File: config.mk
export PLATFORM = sky130hd
export DESIGN_NAME = seg_scan_driver_flat
export DESIGN_NICKNAME = d
export VERILOG_FILES = /design/src/rtl/seg_pkg.sv /design/src/rtl/seg_scan_driver_if.sv /design/src/rtl/seg_slot_timer.sv /design/src/rtl/seg_scan_driver.sv /design/src/flat_wrapper.sv
export SDC_FILE = /design/constraint.sdc
export NUM_CORES = 1
export LEC_CHECK = 0
export ABC_AREA = 1
export BUFFER_PORTS_ARGS = -buffer_cell sky130_fd_sc_hd__buf_2
export CAP_MARGIN = 20
export CORE_MARGIN = 5
export CORE_UTILIZATION = 50
export CTS_CLUSTER_DIAMETER = 100
export DETAILED_ROUTE_END_ITERATION = 6
export GPL_TIMING_DRIVEN = 1
export PLACE_DENSITY = 0.69
export SYNTH_ARGS = -nofsm -noshare
export SYNTH_HDL_FRONTEND = slang
export SYNTH_SLANG_ARGS = --single-unit
export TNS_END_PERCENT = 20
File: constraint.sdc
create_clock -name clk -period 4.1 [get_ports clk]
set_input_delay 0.615 -clock clk [delete_from_list [all_inputs] [get_ports clk]]
set_output_delay 0.615 -clock clk [all_outputs]
set_load 0.02 [all_outputs]
File: src/rtl/seg_pkg.sv
// Shared constants and types for the 3-digit multiplexed 7-segment driver.
// Segment patterns are active-low {g,f,e,d,c,b,a}; digit enables are active-low,
// with bit0 = units, bit1 = tens and bit2 = hundreds.
package seg_pkg;

    localparam int unsigned NUM_DIGITS = 3;

    localparam logic [6:0] SEG_OFF  = 7'h7F;
    localparam logic [2:0] DIG_NONE = 3'b111;

    // Active-low decimal glyphs
    localparam logic [6:0] SEG_0 = 7'h40;
    localparam logic [6:0] SEG_1 = 7'h79;
    localparam logic [6:0] SEG_2 = 7'h24;
    localparam logic [6:0] SEG_3 = 7'h30;
    localparam logic [6:0] SEG_4 = 7'h19;
    localparam logic [6:0] SEG_5 = 7'h12;
    localparam logic [6:0] SEG_6 = 7'h02;
    localparam logic [6:0] SEG_7 = 7'h78;
    localparam logic [6:0] SEG_8 = 7'h00;
    localparam logic [6:0] SEG_9 = 7'h10;

    // One 7-bit pattern per digit; element 0 is the units digit
    typedef logic [NUM_DIGITS-1:0][6:0] seg_vec_t;

    typedef enum logic {
        BLANK,
        SHOW
    } slot_state_e;

    // Active-low one-hot digit enable for a digit index
    function automatic logic [2:0] dig_sel_n_f(input logic [1:0] idx);
        logic [2:0] sel;
        sel = 3'b000;
        sel[idx] = 1'b1;
        return ~sel;
    endfunction

endpackage

File: src/rtl/seg_scan_driver_if.sv
// Bus bundle for seg_scan_driver.
//   seg0_in/seg1_in/seg2_in : units/tens/hundreds patterns from the decoder
//   load                    : single-cycle strobe capturing the three patterns
//   en                      : scan enable
//   seg_out                 : shared active-low segment bus
//   dig_sel_n               : active-low digit enables
//   frame_done              : pulse on the last cycle of the hundreds slot
// master = pattern source / controller, slave = the driver.
interface seg_scan_driver_if;

    logic [6:0] seg0_in;
    logic [6:0] seg1_in;
    logic [6:0] seg2_in;
    logic       load;
    logic       en;
    logic [6:0] seg_out;
    logic [2:0] dig_sel_n;
    logic       frame_done;

    modport master (
        output seg0_in,
        output seg1_in,
        output seg2_in,
        output load,
        output en,
        input  seg_out,
        input  dig_sel_n,
        input  frame_done
    );

    modport slave (
        input  seg0_in,
        input  seg1_in,
        input  seg2_in,
        input  load,
        input  en,
        output seg_out,
        output dig_sel_n,
        output frame_done
    );

endinterface

File: src/rtl/seg_slot_timer.sv
// Per-digit slot timer: a 0..SCAN_DIV-1 prescaler plus a BLANK/SHOW phase FSM.
//   clk, rst_n    : clock, asynchronous active-low reset
//   en_i          : advance the counter
//   clr_i         : synchronous clear to counter 0 / BLANK (wins over en_i)
//   cnt_o         : current slot counter
//   in_blank_o    : current cycle lies in the blanking gap
//   slot_last_o   : current cycle is the last cycle of the slot
module seg_slot_timer
    import seg_pkg::*;
#(
    parameter int unsigned SCAN_DIV  = 50000,
    parameter int unsigned BLANK_CYC = 500,
    parameter int unsigned CNT_W     = 16
) (
    input  logic             clk,
    input  logic             rst_n,
    input  logic             en_i,
    input  logic             clr_i,
    output logic [CNT_W-1:0] cnt_o,
    output logic             in_blank_o,
    output logic             slot_last_o
);

    localparam int unsigned BLANK_LAST = (BLANK_CYC == 0) ? 0 : BLANK_CYC - 1;

    slot_state_e      state_q, state_d;
    logic [CNT_W-1:0] cnt_q, cnt_d;
    logic             blank_last;

    assign slot_last_o = (cnt_q == CNT_W'(SCAN_DIV - 1));
    // With no blanking gap the BLANK state (reset/clear value) behaves as a SHOW cycle
    assign blank_last  = (BLANK_CYC == 0) || (cnt_q == CNT_W'(BLANK_LAST));
    assign in_blank_o  = (state_q == BLANK) && (BLANK_CYC != 0);
    assign cnt_o       = cnt_q;

    always_comb begin
        state_d = state_q;
        cnt_d   = cnt_q;
        if (clr_i) begin
            state_d = BLANK;
            cnt_d   = '0;
        end else if (en_i) begin
            cnt_d = slot_last_o ? '0 : cnt_q + CNT_W'(1);
            unique case (state_q)
                BLANK: if (blank_last) state_d = SHOW;
                SHOW:  if (slot_last_o) state_d = (BLANK_CYC == 0) ? SHOW : BLANK;
                default: state_d = BLANK;
            endcase
        end
    end

    always_ff @(posedge clk or negedge rst_n) begin
        if (!rst_n) begin
            state_q <= BLANK;
            cnt_q   <= '0;
        end else begin
            state_q <= state_d;
            cnt_q   <= cnt_d;
        end
    end

endmodule

File: src/rtl/seg_scan_driver.sv
// Time-multiplexed driver for a 3-digit common-anode 7-segment display.
// Double-buffers the decoder's three patterns, commits them only at frame
// boundaries, and scans units -> tens -> hundreds with a dark gap at the start
// of each slot.
//   clk, rst_n : clock, asynchronous active-low reset
//   bus        : seg_scan_driver_if.slave (pattern inputs, load, en, display outputs)
module seg_scan_driver
    import seg_pkg::*;
#(
    parameter int unsigned SCAN_DIV  = 50000,
    parameter int unsigned BLANK_CYC = 500,
    parameter int unsigned CNT_W     = 16
) (
    input  logic                clk,
    input  logic                rst_n,
    seg_scan_driver_if.slave    bus
);

    logic [CNT_W-1:0] cnt;
    logic             in_blank;
    logic             slot_last;

    logic [1:0] idx_q, idx_d;
    seg_vec_t   pend_q, pend_d;
    seg_vec_t   act_q, act_d;
    logic       pend_vld_q, pend_vld_d;
    logic [6:0] seg_q, seg_d;
    logic [2:0] dig_q, dig_d;
    logic       fd_q, fd_d;
    seg_vec_t   in_vec;

    seg_slot_timer #(
        .SCAN_DIV  (SCAN_DIV),
        .BLANK_CYC (BLANK_CYC),
        .CNT_W     (CNT_W)
    ) u_timer (
        .clk         (clk),
        .rst_n       (rst_n),
        .en_i        (bus.en),
        .clr_i       (!bus.en),
        .cnt_o       (cnt),
        .in_blank_o  (in_blank),
        .slot_last_o (slot_last)
    );

    assign in_vec = {bus.seg2_in, bus.seg1_in, bus.seg0_in};

    // The timer and digit index run one cycle ahead of the output flops: the
    // registered outputs in cycle n reflect the timer state of cycle n-1. The
    // cycle with fd_q high is therefore the frame boundary, and the first
    // units cycle is computed in that same cycle from act_d, so freshly
    // committed data reaches the display without a stale cycle.
    always_comb begin
        idx_d = idx_q;
        if (!bus.en) begin
            idx_d = 2'd0;
        end else if (slot_last) begin
            idx_d = (idx_q == 2'(NUM_DIGITS - 1)) ? 2'd0 : idx_q + 2'd1;
        end
    end

    always_comb begin
        pend_d     = pend_q;
        act_d      = act_q;
        pend_vld_d = pend_vld_q;
        if (bus.load && (!bus.en || fd_q)) begin
            // Boundary or idle: nothing partial on screen, so go straight to active
            act_d      = in_vec;
            pend_vld_d = 1'b0;
        end else if (fd_q && pend_vld_q) begin
            act_d      = pend_q;
            pend_vld_d = 1'b0;
        end else if (bus.load) begin
            pend_d     = in_vec;
            pend_vld_d = 1'b1;
        end
    end

    always_comb begin
        seg_d = SEG_OFF;
        dig_d = DIG_NONE;
        fd_d  = 1'b0;
        if (bus.en) begin
            if (!in_blank) begin
                seg_d = act_d[idx_q];
                dig_d = dig_sel_n_f(idx_q);
            end
            fd_d = (idx_q == 2'(NUM_DIGITS - 1)) && (cnt == CNT_W'(SCAN_DIV - 1));
        end
    end

    always_ff @(posedge clk or negedge rst_n) begin
        if (!rst_n) begin
            idx_q      <= 2'd0;
            pend_q     <= {NUM_DIGITS{SEG_OFF}};
            act_q      <= {NUM_DIGITS{SEG_OFF}};
            pend_vld_q <= 1'b0;
            seg_q      <= SEG_OFF;
            dig_q      <= DIG_NONE;
            fd_q       <= 1'b0;
        end else begin
            idx_q      <= idx_d;
            pend_q     <= pend_d;
            act_q      <= act_d;
            pend_vld_q <= pend_vld_d;
            seg_q      <= seg_d;
            dig_q      <= dig_d;
            fd_q       <= fd_d;
        end
    end

    assign bus.seg_out    = seg_q;
    assign bus.dig_sel_n  = dig_q;
    assign bus.frame_done = fd_q;

endmodule
File: src/flat_wrapper.sv
// flat-port wrapper written by rule: the top's interface ports become plain ports
module seg_scan_driver_flat import seg_pkg::*;
#(
    parameter int unsigned SCAN_DIV  = 50000,
    parameter int unsigned BLANK_CYC = 500,
    parameter int unsigned CNT_W     = 16
)
  (clk, rst_n, bus_seg0_in, bus_seg1_in, bus_seg2_in, bus_load, bus_en, bus_seg_out, bus_dig_sel_n, bus_frame_done);
  seg_scan_driver_if bus_i ();
  input  logic clk;
  input  logic rst_n;
  input wire logic [$bits(bus_i.seg0_in)-1:0] bus_seg0_in;
  input wire logic [$bits(bus_i.seg1_in)-1:0] bus_seg1_in;
  input wire logic [$bits(bus_i.seg2_in)-1:0] bus_seg2_in;
  input wire logic [$bits(bus_i.load)-1:0] bus_load;
  input wire logic [$bits(bus_i.en)-1:0] bus_en;
  output wire logic [$bits(bus_i.seg_out)-1:0] bus_seg_out;
  output wire logic [$bits(bus_i.dig_sel_n)-1:0] bus_dig_sel_n;
  output wire logic [$bits(bus_i.frame_done)-1:0] bus_frame_done;
  assign bus_i.seg0_in = bus_seg0_in;
  assign bus_i.seg1_in = bus_seg1_in;
  assign bus_i.seg2_in = bus_seg2_in;
  assign bus_i.load = bus_load;
  assign bus_i.en = bus_en;
  assign bus_seg_out = bus_i.seg_out;
  assign bus_dig_sel_n = bus_i.dig_sel_n;
  assign bus_frame_done = bus_i.frame_done;
  seg_scan_driver #(.SCAN_DIV(SCAN_DIV), .BLANK_CYC(BLANK_CYC), .CNT_W(CNT_W)) u_core (.clk(clk), .rst_n(rst_n), .bus(bus_i));
endmodule
; Word-level counts from Yosys, hierarchy flattened
; Index checks and enable logic that the tools add are counted.
[totals]
word_cells = 56
ff_bits = 73
inputBits = 25
out_inout_bits = 11
[classes]
muxes = 23
n_eq_ne = 4
n_bitwise = 4
n_reduce_logical = 8
order_cmp = 2
addsub = 2
[ops]
columns = op, count
row1 = 21-bit 2-to-1 mux, 2
row2 = 16-bit 2-to-1 mux, 2
row3 = 7-bit 2-to-1 mux, 3
row4 = "16-bit by 1-bit adder with 16-bit output, second input constant", 1
row5 = "16-bit equality test, second input constant", 1
row6 = "16-bit by 9-bit equality test with 1-bit output, second input constant", 1
row7 = 7-bit binary-select mux with 2-bit select, 1
row8 = 1-bit 2-to-1 mux, 8
row9 = 2-bit 2-to-1 mux, 3
row10 = 3-bit 2-to-1 mux, 2
row11 = 1-bit logical AND, 4
row12 = "2-bit by 3-bit < comparator with 1-bit output, second input constant", 1
row13 = 1-bit inverter, 3
row14 = 3-bit inverter, 1
row15 = 3-bit AND reduction, 1
row16 = 3-bit nonzero test, 1
row17 = "2-bit by 1-bit adder with 2-bit output, second input constant", 1
row18 = 1-bit demux with 2-bit select, 1
row19 = "2-bit equality test, second input constant", 1
row20 = "2-bit by 1-bit >= comparator with 1-bit output, second input constant", 1
row21 = "2-bit by 1-bit inequality test with 1-bit output, second input constant", 1
row22 = 1-bit case mux with 2 select lines, 1
row23 = 1-bit logical NOT, 1
row24 = 1-bit logical OR, 1

; Depth between registers and ports, before layout
[depth]
ltp_word = 8
ltp_mapped = 11
mapped_depth_nobuf = 9

; Modules after synthesis
; A second synthesis with hierarchy kept.
[unflattened]
cells_unflattened = 497
area_unflattened_um2 = 3945.0
[by_module_without_submodules]
columns = mod, seq_area_each_um2, cells_per_inst, area_each_um2, instances
row1 = seg_scan_driver, 1466.4, 327, 2751.4, 1
row2 = seg_slot_timer, 425.4, 170, 1193.6, 1

; Worst setup path before layout
; Ideal clock, no wire load.
[synth_path]
path_type = flip-flop to flip-flop
startpoint = register u_core.fd_q (netlist: u_core.bus.frame_done)
endpoint = register u_core.seg_q[2] (netlist: u_core.bus.seg_out[2])
required_ns = 4.022
path_buffers = 2
setup_slack_ns = 2.766
stages_incl_launch_ff = 12
arrival_time_ns = 1.256
setup_time_ns = 0.078
period_less_slack_ns = 1.334
cell_sequence = dfrtp_1 -> buf_4 -> inv_2 -> nand2_4 -> nand2_4 -> inv_2 -> buf_6 -> nand2_1 -> nand3_1 -> nand2_1 -> inv_1 -> nand2_1
[synth_via]
elab_chain_len = 7
word_cells_on_any_way = 9
classes_between = 6 x mux / 3 x reduce/logical
[synth_lines]
columns = item, line
row1 = start: declaration, seg_scan_driver.sv:29  ; logic fd_q, fd_d;
row2 = start signal: assignment, seg_scan_driver.sv:100  ; fd_q <= 1'b0;
row3 = start signal: assignment, seg_scan_driver.sv:108  ; fd_q <= fd_d;
row4 = 1-bit logical AND / 1-bit logical OR (equally long branches), "seg_scan_driver.sv:70, seg_scan_driver.sv:66"
row5 = 21-bit 2-to-1 mux / 1-bit logical AND (equally long branches), "seg_scan_driver.sv:70, seg_scan_driver.sv:66"
row6 = 21-bit 2-to-1 mux (*), seg_scan_driver.sv:66  ; if (bus.load && (!bus.en || fd_q)) begin
row7 = 7-bit binary-select mux with 2-bit select (*), seg_scan_driver.sv:85  ; seg_d = act_d[idx_q];
row8 = 7-bit 2-to-1 mux (not written as such) (*), seg_scan_driver.sv:85
row9 = 7-bit 2-to-1 mux (*), seg_scan_driver.sv:84  ; if (!in_blank) begin
row10 = 7-bit 2-to-1 mux (*), seg_scan_driver.sv:83  ; if (bus.en) begin
row11 = named net u_core.seg_d[2], seg_scan_driver.sv:27  ; logic [6:0] seg_q, seg_d;
row12 = end signal: assignment, seg_scan_driver.sv:106  ; seg_q <= seg_d;
row13 = end: declaration, seg_scan_driver.sv:27
; Mark *: on every way through the listed nets, which the timed path passes. The rest lies on a longest branch. The select of a mux whose other input is x is not followed.
; A chain may end at the register's enable or synchronous reset.

; Worst setup path after layout
[layout_path]
startpoint = register u_core.fd_q (netlist: u_core.bus.frame_done)
endpoint = register u_core.seg_q[4] (netlist: u_core.bus.seg_out[4])
; Same word-level chain as after synthesis.

==> flow_summary.json <==
{
  "cp.required_ns": 4.40,
  "end_kind": "register",
  "max_cap_viol_count": 0,
  "cts_tree": "done",
  "grt_usage_pct": 19.43,
  "synth.net_count": 472,
  "grt_max_degree": 48,
  "synthSimpleGateAreaFrac_pct": 34.14,
  "clock.fmax_ghz": 0.5621,
  "path_class": "reg2reg",
  "syn_inst": 446,
  "ys_warn_count": 0,
  "most-common-layout-cells": "149 x nand2_1, 52 x dfstp_2, 42 x nand3_1, 42 x inv_1, 38 x nor2_1",
  "rows": 31,
  "critical_path.cell_chain": "nand2_2, inv_2, nand2_1, nand3_1, nand3_1, nand2_1, inv_1, nand2_1",
  "postCtsResizedCells": 0,
  "num-fill-cells": 675,
  "hold_viol": 0,
  "clock_sinks": 73,
  "first_pass_iters": 4,
  "antenna_found_initial": 0,
  "setup_tns_ns": 0,
  "path_common_cell": "nand2_1",
  "synth-main-ff-cell": "dfstp_2",
  "avgSynthCellArea_um2": 8.183,
  "post_cts_buffers": 0,
  "layout_setup_ws_ns": 2.321,
  "cts_root_buffer": "clkbuf_8",
  "area_delta_synth_final_pct": 11.76,
  "final_antenna_net_count": 0,
  "status": "finished clean",
  "drcViolationCount": 0,
  "cp_num_buf_inv": 2,
  "die_x_um": 95.44,
  "synth_xor_area_share_pct": 0.9599,
  "grt-ovfl-total": 0,
  "htreeDepth": 3,
  "ys_async_sr_fraction_pct": 100.0,
  "worst_pin_slew_ns": 0.7893,
  "io_pins": 36,
  "clkLatencyLatePin_ns": 0.35,
  "crit_slowest_cell": "dfrtp_1",
  "cp.arrival_ns": 2.08,
  "slew_viol_final": 0,
  "crit_path_start_kind": "register",
  "critical_path.startpoint": "u_core.bus.frame_done$_DFF_PN0_",
  "start_util_pct": 50.86,
  "num_vias": 2907,
  "n_antenna_cell": 0,
  "power_density_nw_per_um2": 387.6,
  "slew_headroom_pct": 47.18,
  "cts_buffers": 9,
  "cts.clk_slew.worst_paths_ns": 0.08,
  "synth-seq-area-share_pct": 51.83,
  "synth_top_family_by_area": "simple AND/OR/NAND/NOR gates",
  "ys_types": 29,
  "clk_path_buf_depth": 2,
  "vias_per_cell": 4.961,
  "place_congestion": 0.8697,
  "fin_nets": 508,
  "cp_max_fo": 22,
  "hold_path.class": "in2async",
  "cellLeakagePower_nw": 1.940,
  "finalWirelength_mm": 7.846,
  "timing.final.crit_period_ns": 1.779,
  "synth-compound-area-share_pct": 5.074,
  "critical-path-max-stage-delay_ns": 0.57,
  "coreArea_um2": 7176,
  "synthMuxAreaShare_pct": 0,
  "portBuffers": 35,
  "fin_skew_ns": 0.009071,
  "mappedNetlistArea_um2": 3650,
  "ys_ff_latch": 73,
  "dp_hpwl_mm": 5.530,
  "cp_top_family": "simple AND/OR/NAND/NOR gates",
  "grt_pass1_vias": 2923,
  "die-area_um2": 9108,
  "synth_edf_count": 0,
  "finalCritPeriodShare_pct": 43.39,
  "rsz0062_at_grt": "false",
  "yosys.area_share.adder_pct": 0.3428,
  "ff2ff_setup_slack_ns": 2.32,
  "drt_iter0_markers": 135,
  "final_common_cell": "nand2_1",
  "place_ws_ns": 2.210,
  "finalSetupViolCount": 0,
  "whs_ns": 0.2783,
  "die_y_um": 95.44,
  "postCtsHoldBufs": 0,
  "vdd_drop_max_uv": 233.7,
  "reg2reg_from": "u_core.bus.frame_done$_DFF_PN0_",
  "grt_pass1_wl_mm": 13.62,
  "drive_gt1_share_pct": 28.54,
  "wl_per_cell_um": 13.39
}
through the flow:
step	cell area (um^2)	power, W	util [%]	std cells
final	4079	0.001581	56.84	586
after global routing	4079	0.001667	56.84	586
after CTS	4059	0.001595	56.57	585
after detailed placement	3852	0.001014	53.69	569
after global placement	3852	0.001008	53.69	569
after floorplan	3650	0.0009639	-	446
power by group:
part | leakage (nW) | internal [W] | total [W] | switching (W)
sequential | 0.835 | 0.000813 | 0.000838 | 0.0000256
clock | 0.103 | 0.000314 | 0.000578 | 0.000264
combinational | 1.00 | 0.0000639 | 0.000165 | 0.000101
per-layer routing:
layer | track usage [%] | part of all wire [%] | vias up
li1 | - | - | 1456
met2 | 30.85 | 46 | 56
met3 | 3.867 | 5.6 | 10
met5 | 0 | 0 | -
met4 | 8.294 | 1.5 | 0
met1 | 25.94 | 46 | 1385
cell usage after synthesis (2+ instances only):
cell type | count | area (um^2)
a21oi_1 | 11 | 55.05
and2_1 | 14 | 87.58
buf_2 | 2 | 10.01
buf_4 | 5 | 37.54
buf_6 | 5 | 56.30
dfrtp_1 | 21 | 525.5
dfstp_2 | 52 | 1366
inv_1 | 42 | 157.7
inv_2 | 3 | 11.26
nand2_1 | 149 | 559.3
nand2_2 | 16 | 100.1
nand2_4 | 2 | 22.52
nand3_1 | 42 | 210.2
nand4_1 | 3 | 18.77
nor2_1 | 38 | 142.6
nor2_2 | 2 | 12.51
nor3_1 | 7 | 35.03
nor3b_1 | 3 | 22.52
o21ai_0 | 3 | 15.01
o21ai_1 | 6 | 30.03
o21ai_2 | 9 | 78.83
xor2_1 | 4 | 35.03
registers in the layout, summed over array words and instances (netlist names):
name                    count
u_core.pend_q              21
u_core.bus.dig_sel_n        3
u_core.bus.frame_done       1
u_core.act_q               21
u_core.idx_q                2
u_core.u_timer.cnt_o       16
u_core.u_timer.state_q      1
u_core.bus.seg_out          7
u_core.pend_vld_q           1
kinds of logic after synthesis:
logic type,after synthesis
flops,73
compound gates,30
fa+ha+maj,1
xor+xnor,4
buf+inv,58
simple gates,280
worst paths after layout:
path / endpoint / cells past startpoint
worst min-delay path: u_core.bus.dig_sel_n[2]$_DFF_PN1_ / 1
max in group asynchronous: u_core.pend_q[6]$_DFFE_PN1P_ / 3
min in group clk: u_core.pend_q[12]$_DFFE_PN1P_ / 2
worst max-delay path: u_core.bus.seg_out[4]$_DFF_PN1_ / 8
worst max register to register: u_core.bus.seg_out[4]$_DFF_PN1_ / 8
worst min register to register: u_core.pend_q[12]$_DFFE_PN1P_ / 2
layout make-up:
type | instances | area (um^2) | area share (%)
Sequential cell | 73 | 1892 | 46.38
Clock inverter | 4 | 51.30 | 1.258
Tap cell | 99 | 123.9 | 3.037
Clock buffer | 12 | 155.1 | 3.804
Inverter | 46 | 175.2 | 4.294
Timing Repair Buffer | 37 | 202.7 | 4.969
Multi-Input combinational cell | 315 | 1479 | 36.26
Note: power is estimated with default switching activity, not from simulation.
